## config.mk

```make
export PLATFORM = sky130hd
export DESIGN_NAME = key_conditioner_flat
export DESIGN_NICKNAME = d
export VERILOG_FILES = /design/src/rtl/key_conditioner_if.sv /design/src/rtl/key_conditioner.sv /design/src/flat_wrapper.sv
export SDC_FILE = /design/constraint.sdc
export NUM_CORES = 1
export LEC_CHECK = 0
export ABC_AREA = 1
export CORE_MARGIN = 2
export CORE_UTILIZATION = 44
export DETAILED_ROUTE_END_ITERATION = 10
export PLACE_DENSITY = 0.64
export SYNTH_ARGS = -nofsm -noshare
export SYNTH_HDL_FRONTEND = slang
export SYNTH_SLANG_ARGS = --single-unit
```

## constraint.sdc

```tcl
create_clock -name CLK -period 3.3 [get_ports CLK]
set_input_delay 0.33 -clock CLK [delete_from_list [all_inputs] [get_ports CLK]]
set_output_delay 0.33 -clock CLK [all_outputs]
set_load 0.03 [all_outputs]
```

## src/rtl/key_conditioner_if.sv

```systemverilog
// Pushbutton bundle between the raw KEY pins, the conditioner and its consumers.
// The conditioner uses the slave side; the stimulus/consumer side uses master.
interface key_conditioner_if #(
    parameter int NUM_KEYS = 4
);
    logic [NUM_KEYS-1:0] KEY;
    logic [NUM_KEYS-1:0] KEY_LEVEL;
    logic [NUM_KEYS-1:0] PRESSED;
    logic [NUM_KEYS-1:0] RELEASED;
    logic [NUM_KEYS-1:0] REPEAT;

    modport master (
        output KEY,
        input  KEY_LEVEL,
        input  PRESSED,
        input  RELEASED,
        input  REPEAT
    );

    modport slave (
        input  KEY,
        output KEY_LEVEL,
        output PRESSED,
        output RELEASED,
        output REPEAT
    );
endinterface

```

## src/rtl/key_conditioner.sv

```systemverilog
// Per-key synchroniser, stable-count debouncer, press/release pulses and
// optional hold-to-auto-repeat. Levels stay active-low like the raw pins.
module key_conditioner #(
    parameter int                  NUM_KEYS       = 4,
    parameter int                  DEBOUNCE_COUNT = 500000,
    parameter int                  REPEAT_DELAY   = 25000000,
    parameter int                  REPEAT_RATE    = 5000000,
    parameter logic [NUM_KEYS-1:0] REPEAT_MASK    = 4'b0100,
    parameter int                  CNT_WIDTH      = 26
) (
    input  logic                    CLK,
    input  logic                    RESET,
    key_conditioner_if.slave        kif
);

    typedef enum logic [1:0] {
        ST_IDLE  = 2'd0,
        ST_DELAY = 2'd1,
        ST_RATE  = 2'd2
    } rep_state_t;

    localparam logic [CNT_WIDTH-1:0] CNT_ZERO = {CNT_WIDTH{1'b0}};
    localparam logic [CNT_WIDTH-1:0] CNT_ONE  = {{(CNT_WIDTH-1){1'b0}}, 1'b1};
    localparam logic [CNT_WIDTH-1:0] DC_LAST  = CNT_WIDTH'(DEBOUNCE_COUNT - 1);
    localparam logic [CNT_WIDTH-1:0] RD_LAST  = CNT_WIDTH'(REPEAT_DELAY - 1);
    localparam logic [CNT_WIDTH-1:0] RR_LAST  = CNT_WIDTH'(REPEAT_RATE - 1);

    logic [NUM_KEYS-1:0] w_level;
    logic [NUM_KEYS-1:0] w_pressed;
    logic [NUM_KEYS-1:0] w_released;
    logic [NUM_KEYS-1:0] w_repeat;

    assign kif.KEY_LEVEL = w_level;
    assign kif.PRESSED   = w_pressed;
    assign kif.RELEASED  = w_released;
    assign kif.REPEAT    = w_repeat;

    for (genvar g = 0; g < NUM_KEYS; g++) begin : g_key
        logic                 r_s1;
        logic                 r_s2;
        logic                 r_level;
        logic                 r_pressed;
        logic                 r_released;
        logic [CNT_WIDTH-1:0] r_dcnt;
        logic                 w_accept;
        logic                 w_press;
        logic                 w_release;

        assign w_accept  = (r_s2 != r_level) && (r_dcnt == DC_LAST);
        assign w_press   = w_accept & ~r_s2;
        assign w_release = w_accept &  r_s2;

        // Synchroniser, debounce counter, debounced level and edge pulses.
        always_ff @(posedge CLK) begin
            if (RESET) begin
                r_s1       <= 1'b1;
                r_s2       <= 1'b1;
                r_level    <= 1'b1;
                r_pressed  <= 1'b0;
                r_released <= 1'b0;
                r_dcnt     <= CNT_ZERO;
            end else begin
                r_s1       <= kif.KEY[g];
                r_s2       <= r_s1;
                r_pressed  <= w_press;
                r_released <= w_release;
                if (r_s2 == r_level) begin
                    r_dcnt <= CNT_ZERO;
                end else if (w_accept) begin
                    r_level <= r_s2;
                    r_dcnt  <= CNT_ZERO;
                end else begin
                    r_dcnt <= r_dcnt + CNT_ONE;
                end
            end
        end

        assign w_level[g]    = r_level;
        assign w_pressed[g]  = r_pressed;
        assign w_released[g] = r_released;

        if (REPEAT_MASK[g]) begin : g_rep
            rep_state_t           r_state;
            rep_state_t           w_state_nxt;
            logic [CNT_WIDTH-1:0] r_rcnt;
            logic [CNT_WIDTH-1:0] w_rcnt_nxt;
            logic                 r_repeat;
            logic                 w_repeat_nxt;

            // Reset parks in DELAY: it only counts while the debounced level is
            // held low, so it behaves as IDLE until the next accepted press.
            always_ff @(posedge CLK) begin
                if (RESET) begin
                    r_state  <= ST_DELAY;
                    r_rcnt   <= CNT_ZERO;
                    r_repeat <= 1'b0;
                end else begin
                    r_state  <= w_state_nxt;
                    r_rcnt   <= w_rcnt_nxt;
                    r_repeat <= w_repeat_nxt;
                end
            end

            // Repeat next-state: release wins, then press, then timer phases.
            always_comb begin
                w_state_nxt  = r_state;
                w_rcnt_nxt   = r_rcnt;
                w_repeat_nxt = 1'b0;
                if (w_release) begin
                    w_state_nxt = ST_IDLE;
                    w_rcnt_nxt  = CNT_ZERO;
                end else if (w_press) begin
                    w_state_nxt  = ST_DELAY;
                    w_rcnt_nxt   = CNT_ZERO;
                    w_repeat_nxt = 1'b1;
                end else begin
                    case (r_state)
                        ST_IDLE: begin
                            w_rcnt_nxt = CNT_ZERO;
                        end
                        ST_DELAY: begin
                            if (r_level) begin
                                w_rcnt_nxt = CNT_ZERO;
                            end else if (r_rcnt == RD_LAST) begin
                                w_state_nxt  = ST_RATE;
                                w_rcnt_nxt   = CNT_ZERO;
                                w_repeat_nxt = 1'b1;
                            end else begin
                                w_rcnt_nxt = r_rcnt + CNT_ONE;
                            end
                        end
                        ST_RATE: begin
                            if (r_level) begin
                                w_state_nxt = ST_IDLE;
                                w_rcnt_nxt  = CNT_ZERO;
                            end else if (r_rcnt == RR_LAST) begin
                                w_rcnt_nxt   = CNT_ZERO;
                                w_repeat_nxt = 1'b1;
                            end else begin
                                w_rcnt_nxt = r_rcnt + CNT_ONE;
                            end
                        end
                        default: begin
                            w_state_nxt = ST_IDLE;
                            w_rcnt_nxt  = CNT_ZERO;
                        end
                    endcase
                end
            end

            assign w_repeat[g] = r_repeat;
        end else begin : g_norep
            assign w_repeat[g] = 1'b0;
        end
    end

endmodule
```

## src/flat_wrapper.sv

```systemverilog
// flat-port wrapper written by rule: the top's interface ports become plain ports
module key_conditioner_flat 
#(
    parameter int                  NUM_KEYS       = 4,
    parameter int                  DEBOUNCE_COUNT = 500000,
    parameter int                  REPEAT_DELAY   = 25000000,
    parameter int                  REPEAT_RATE    = 5000000,
    parameter logic [NUM_KEYS-1:0] REPEAT_MASK    = 4'b0100,
    parameter int                  CNT_WIDTH      = 26
)
  (CLK, RESET, kif_KEY, kif_KEY_LEVEL, kif_PRESSED, kif_RELEASED, kif_REPEAT);
  key_conditioner_if #(.NUM_KEYS(NUM_KEYS)) kif_i ();
  input  logic CLK;
  input  logic RESET;
  input wire logic [$bits(kif_i.KEY)-1:0] kif_KEY;
  output wire logic [$bits(kif_i.KEY_LEVEL)-1:0] kif_KEY_LEVEL;
  output wire logic [$bits(kif_i.PRESSED)-1:0] kif_PRESSED;
  output wire logic [$bits(kif_i.RELEASED)-1:0] kif_RELEASED;
  output wire logic [$bits(kif_i.REPEAT)-1:0] kif_REPEAT;
  assign kif_i.KEY = kif_KEY;
  assign kif_KEY_LEVEL = kif_i.KEY_LEVEL;
  assign kif_PRESSED = kif_i.PRESSED;
  assign kif_RELEASED = kif_i.RELEASED;
  assign kif_REPEAT = kif_i.REPEAT;
  key_conditioner #(.NUM_KEYS(NUM_KEYS), .DEBOUNCE_COUNT(DEBOUNCE_COUNT), .REPEAT_DELAY(REPEAT_DELAY), .REPEAT_RATE(REPEAT_RATE), .REPEAT_MASK(REPEAT_MASK), .CNT_WIDTH(CNT_WIDTH)) u_core (.CLK(CLK), .RESET(RESET), .kif(kif_i));
endmodule
```

Word-level counts from Yosys, hierarchy flattened
Index checks and enable logic that the tools add are counted.
- register bits after elaboration: 153
- bits of input ports: 6
- output and inout port bits: 16
- word-level logic and storage cells: 107
- add/sub/neg operators: 5
- eq/ne operators: 23
- muxes and demuxes: 17
- bitwise operators: 17
- reductions and logical operators: 17
- operator list (kind ; number):
    adder 26 x 1 -> 26 bit (second input constant) ; 5
    equality test 26 x 19 -> 1 bit (second input constant) ; 4
    two-way mux 26 bit ; 4
    case mux 26 bit (2 select lines) ; 1
    equality test 26 x 23 -> 1 bit (second input constant) ; 1
    equality test 26 x 25 -> 1 bit (second input constant) ; 1
    OR reduction 3 bit ; 5
    inverter 1 bit ; 9
    bitwise AND 1 bit ; 8
    != test 4 x 1 -> 1 bit (second input constant) ; 2
    AND reduction 2 bit ; 4
    AND reduction 4 bit ; 2
    two-way mux 1 bit ; 7
    two-way mux 2 bit ; 3
    case mux 2 bit (3 select lines) ; 1
    equality test 1 bit ; 4
    logical AND 1 bit ; 4
    != test 1 bit ; 4
    != test 2 x 1 -> 1 bit (second input constant) ; 2
    != test 4 bit (second input constant) ; 1
    != test 3 x 1 -> 1 bit (second input constant) ; 1
    equality test 2 x 1 -> 1 bit (second input constant) ; 1
    equality test 2 bit (second input constant) ; 1
    zero test 2 bit ; 1
    3 further kinds ; 3

Logic depth before layout (Yosys ltp)
- depth in word-level cells: 6
- gate-level depth with buffers: 11
- gate-level depth less buffers: 11

Worst setup path after synthesis
No wires, ideal clock.
- path type: reg-to-reg
- start: reg u_core.g_key[1].r_dcnt[0]
- end: reg u_core.g_key[1].r_dcnt[13]
- setup time: 0.125 ns
- arrival time: 1.439 ns
- data required time: 3.175 ns
- slack: 1.736 ns
- cell stages (with the launch flop): 10
- buffers on the path: 1
- period minus slack after synthesis: 1.564 ns
- cell sequence: dfxtp_1 -> ha_1 -> nand2_1 -> nor2_2 -> nand2_1 -> nor3_2 -> nand2_1 -> nand2_2 -> buf_4 -> a21oi_1
- word-level cells in the longest chain between the ends: 3
- elaborated cells between the ends (all ways): 4
- classes of those cells: add/sub (1); eq/ne (1); reduce/logical (2)
- RTL lines (item ; line ; source):
    start: declaration ; key_conditioner.sv:44 ; logic [CNT_WIDTH-1:0] r_dcnt;
    start signal: assignment ; key_conditioner.sv:73 ; r_dcnt <= r_dcnt + CNT_ONE;
    parallel branches: the longest is 3 deep, another holds adder 26 x 1 -> 26 bit ; n/a ;
Parallel ways; which one is timed is not known.
A chain may end at the register's enable or synchronous reset.

Final worst setup path
- start: reg u_core.g_key[1].r_dcnt[0]
- end: reg u_core.g_key[1].r_dcnt[18]
Same word-level chain as after synthesis.

==> summary.log <==
qor: placement.dpl_cell_area 0.00818 mm2
qor: drt.route.detailed.wl_per_inst 12.4 um
qor: global_routing.grt-ovfl-total 0
qor: floorplanning.rows 49
qor: critical_path.path_cells ha_1, nand2_1, nor2_2, nand2_1, nor3_2, nand2_1, nand2_2, nor3_1
qor: clock_tree.clock_slew_seen_by_the_registers_of_the_worst_setup_and_hold_paths 60 ps
qor: sta.rsz_0062_raised_after_global_routing no
qor: critical_path.worstRegToRegCells 8
qor: sta.finalCritPeriodShare 0.600
qor: min_path.hp-class flip-flop to flip-flop
qor: logic_synthesis.postSynthCellCount 1141
qor: sta.timing.fmax 505 MHz
qor: logic_synthesis.synth-edff-count 0
qor: floorplanning.floorplan.io_pins 22
qor: sta.finalMaxSlewViolations 0
qor: pwr.power_frac_comb 0.010
qor: critical_path.worst-setup-path-type flip-flop to flip-flop
qor: floorplanning.die_w 138 um
qor: drt.drt_pre_antenna_iters 5
qor: logic_synthesis.ys_types 39
qor: pwr.p_sw 786 uW
qor: critical_path.r2r_setup_slack 1320 ps
qor: critical_path.timing.critical_path.to_type flip-flop
qor: sta.finalHoldViolCount 0
qor: placement.dpl.cell_count 1363
qor: critical_path.timing.critical_path.depth 8
qor: critical_path.timing.critical_path.from_type flip-flop
qor: clock_tree.clock_latency_at_the_later_pin_of_the_worst_skew_pair 420 ps
qor: drt.dr_total_vias 6935
qor: min_path.worstHoldPathCells 1
qor: clock_tree.h-tree-depth 4
qor: pwr.power_leakage 2.85 nW
qor: critical_path.critical_path.n_buffers_inverters 0
qor: drt.via_per_inst 4.97
qor: sta.final_period_minus_worst_setup_slack 1980 ps
qor: floorplanning.chipHeight 138 um
qor: outcome.outcome finished clean
qor: clock_tree.post-cts-setup-buffers 0
qor: min_path.timing.hold.worst.start u_core.g_key[1].r_s1$_SDFF_PP1_
qor: critical_path.worst-endpoint-required 3590 ps
qor: cells_and_area.antenna_cells 0
qor: drt.final_antenna_net_count 0
qor: global_routing.grt_first_pass_wirelength 30000 um
qor: pwr.design_power_total 3.95 mW
qor: sta.final.setup_skew 6.98 ps
qor: drt.route.detailed.drc 0
qor: cells_and_area.num-fill-cells 1726
qor: cells_and_area.drive_gt1_frac 0.0798
qor: floorplanning.core_area 0.0178 mm2
qor: clock_tree.cts_buffers 17
qor: cells_and_area.finish.instance_area 0.00880 mm2
qor: logic_synthesis.synth_top_flop_cell dfxtp_1
qor: floorplanning.floorplan.initialDensity 0.444
qor: critical_path.crit_family simple AND/OR/NAND/NOR gates
qor: clock_tree.cts-resized-gates 0
qor: clock_tree.clock_tree.root_cell clkbuf_16
qor: pwr.power_share_of_the_sequential_group 0.470
qor: drt.detail_route.iter0.violations 477
qor: global_routing.grt_max_degree 27
qor: global_routing.number_of_antenna_violations_at_the_first_check_in_global_routing 0
qor: critical_path.rr_endpoint u_core.g_key[1].r_dcnt[18]$_SDFF_PP0_
qor: placement.place.port_buffers 18
qor: global_routing.first_global_vias 6499
qor: critical_path.slowest_delay 470 ps
qor: global_routing.grt_util_all_layers 0.187
qor: placement.hpwlAfterDp 12800 um
qor: logic_synthesis.synth_seq_area_share 0.386
qor: critical_path.critical-path-slowest-cell dfxtp_1
qor: logic_synthesis.synth.avg_cell_area 6.95 um2
qor: pwr.cellPowerDensity 449 mW/mm2
qor: cells_and_area.post_layout_nonfiller_instances 1394
qor: pwr.clockPowerShare 0.520
qor: critical_path.worst_ep_arrival_time 2270 ps
qor: drt.drt-total-wl 17200 um
qor: critical_path.regToRegStartpoint u_core.g_key[1].r_dcnt[0]$_SDFF_PP0_
qor: critical_path.critical_path_peak_fanout 26
qor: sta.final_number_of_setup_violating_endpoints 0
qor: placement.globalplace.congestion 0.897
qor: pwr.vdd_drop_max 439 uV
qor: clock_tree.cts.hold.buffers_added 0
qor: critical_path.cpMostUsedCell nand2_1
qor: clock_tree.tritoncts yes
qor: sta.worst_hold_slack 406 ps
qor: job.total_of_max_cap_violations 0
qor: sta.max_slew.worst_pin.slew 520 ps
qor: logic_synthesis.yosysWarningCount 0
qor: pwr.internal_power 3.17 mW
qor: floorplanning.die_area 0.0191 mm2
qor: logic_synthesis.synth.cell_area 0.00793 mm2
qor: clock_tree.cts_num_sinks 153
qor: logic_synthesis.ys_async_sr_fraction 0
qor: pwr.netSwitchingFraction 0.199
qor: sta.timing.setup.tns 0 ps
qor: min_path.min_to u_core.g_key[1].r_s2$_SDFF_PP1_
qor: cells_and_area.area_growth 11.0%
qor: cells_and_area.design.final.nets 1167
qor: logic_synthesis.post_synthesis_register_bit_count 153
qor: clock_tree.cts-root-to-sink-buffers 2
qor: sta.timing.max_slew.rel_slack 0.652
sequential cells by signal (all words and copies together) (netlist names):
| name | count |
|---|---|
| u_core.g_key.g_rep.r_rcnt | 26 |
| u_core.g_key.g_rep.r_repeat | 1 |
| u_core.g_key.g_rep.r_state | 2 |
| u_core.g_key.r_dcnt | 104 |
| u_core.g_key.r_level | 4 |
| u_core.g_key.r_pressed | 4 |
| u_core.g_key.r_released | 4 |
| u_core.g_key.r_s1 | 4 |
| u_core.g_key.r_s2 | 4 |
layer usage:
metal,vias to the layer above,global-route usage,part of all wire
met1,3133,0.257,0.50
li1,3660,-,-
met5,-,0,0
met4,0,0.0655,0.018
met3,24,0.0405,0.034
met2,118,0.291,0.45
cell type report:
cell class              instances  area (um2)  area share
multi-input cells             808        4060       0.461
flip-flops and latches        153        3060       0.348
inverters                     154         578      0.0657
clock buffers                  20         457      0.0519
well taps                     229         287      0.0326
repair buffers                 19         188      0.0213
clock inverters                11         170      0.0193
power groups by stage:
stage / clock network (mW) / logic (mW) / registers [mW]
2_1_floorplan: 0 / 0.0333 / 1.90
3_3_place_gp: 0 / 0.0406 / 1.90
3_5_place_dp: 0 / 0.0407 / 1.90
4_1_cts: 2.11 / 0.0409 / 1.86
5_1_grt: 2.20 / 0.0450 / 1.86
6_report: 2.06 / 0.0402 / 1.86
stage by stage:
| stage | setup WS [ps] | util |
|---|---|---|
| floorplan | 1740 | - |
| global placement | 1180 | 0.458 |
| detailed placement | 1170 | 0.458 |
| CTS | 1290 | 0.493 |
| global route | 1080 | 0.493 |
| finish | 1320 | 0.493 |
kinds of logic (layout without fill, tap and decap cells):
logic type | Yosys count | count (layout) | share of synthesized area
simple gates | 667 | 667 | 0.391
buf+inv | 182 | 204 | 0.102
flops | 153 | 153 | 0.386
compound gates | 82 | 82 | 0.0538
xor+xnor | 48 | 48 | 0.0530
fa+ha+maj | 8 | 8 | 0.0126
other cells | 1 | 3 | 0.000473
synthesized netlist by cell type, types with 3 or more instances:
| library cell | number | share of area |
|---|---|---|
| nand2_1 | 244 | 0.12 |
| ha_1 | 8 | 0.013 |
| dfxtp_1 | 153 | 0.39 |
| nand3_1 | 74 | 0.047 |
| nor3_2 | 7 | 0.0088 |
| nand3_2 | 5 | 0.0063 |
| buf_4 | 18 | 0.017 |
| xor2_1 | 32 | 0.035 |
| nand4_1 | 47 | 0.037 |
| o21ai_0 | 17 | 0.011 |
| nor2_4 | 8 | 0.011 |
| nor3b_1 | 8 | 0.0076 |
| xnor2_1 | 16 | 0.018 |
| nor2_1 | 166 | 0.079 |
| buf_6 | 8 | 0.011 |
| nor4_1 | 3 | 0.0024 |
| nand2_2 | 12 | 0.0095 |
| or2_2 | 15 | 0.012 |
| a21oi_1 | 57 | 0.036 |
| nor3_1 | 55 | 0.035 |
| inv_1 | 153 | 0.072 |
| a31oi_1 | 3 | 0.0024 |
| nor2_2 | 10 | 0.0079 |
| or2_0 | 4 | 0.0032 |
layout by cell type, fill, tap and decap left out, drive strengths merged, types with 2 or more instances in the layout:
cell	instances
clkdlybuf4s50	18
and3	2
nor4	4
o21ai	17
ha	8
or2	20
xnor2	16
a21oi	58
nand4	47
dfxtp	153
clkinv	6
conb	3
nor2	184
nand3	79
nand3b	2
nor3b	9
inv	155
nor3	62
clkbuf	20
xor2	32
a31oi	3
nand2	257
bufinv	4
worst max-delay path by stage:
| stage | from | to | slack [ps] |
|---|---|---|---|
| global route | u_core.g_key[1].r_dcnt[0]$_SDFF_PP0_ | u_core.g_key[1].r_dcnt[14]$_SDFF_PP0_ | 1080 |
| floorplan | u_core.g_key[1].r_dcnt[0]$_SDFF_PP0_ | u_core.g_key[1].r_dcnt[13]$_SDFF_PP0_ | 1740 |
| CTS | u_core.g_key[1].r_dcnt[0]$_SDFF_PP0_ | u_core.g_key[1].r_dcnt[18]$_SDFF_PP0_ | 1290 |
| finish | u_core.g_key[1].r_dcnt[0]$_SDFF_PP0_ | u_core.g_key[1].r_dcnt[18]$_SDFF_PP0_ | 1320 |
| detailed placement | RESET | u_core.g_key[1].r_dcnt[10]$_SDFF_PP0_ | 1170 |
| global placement | RESET | u_core.g_key[1].r_dcnt[10]$_SDFF_PP0_ | 1180 |
(Power assumes the default switching activity.)
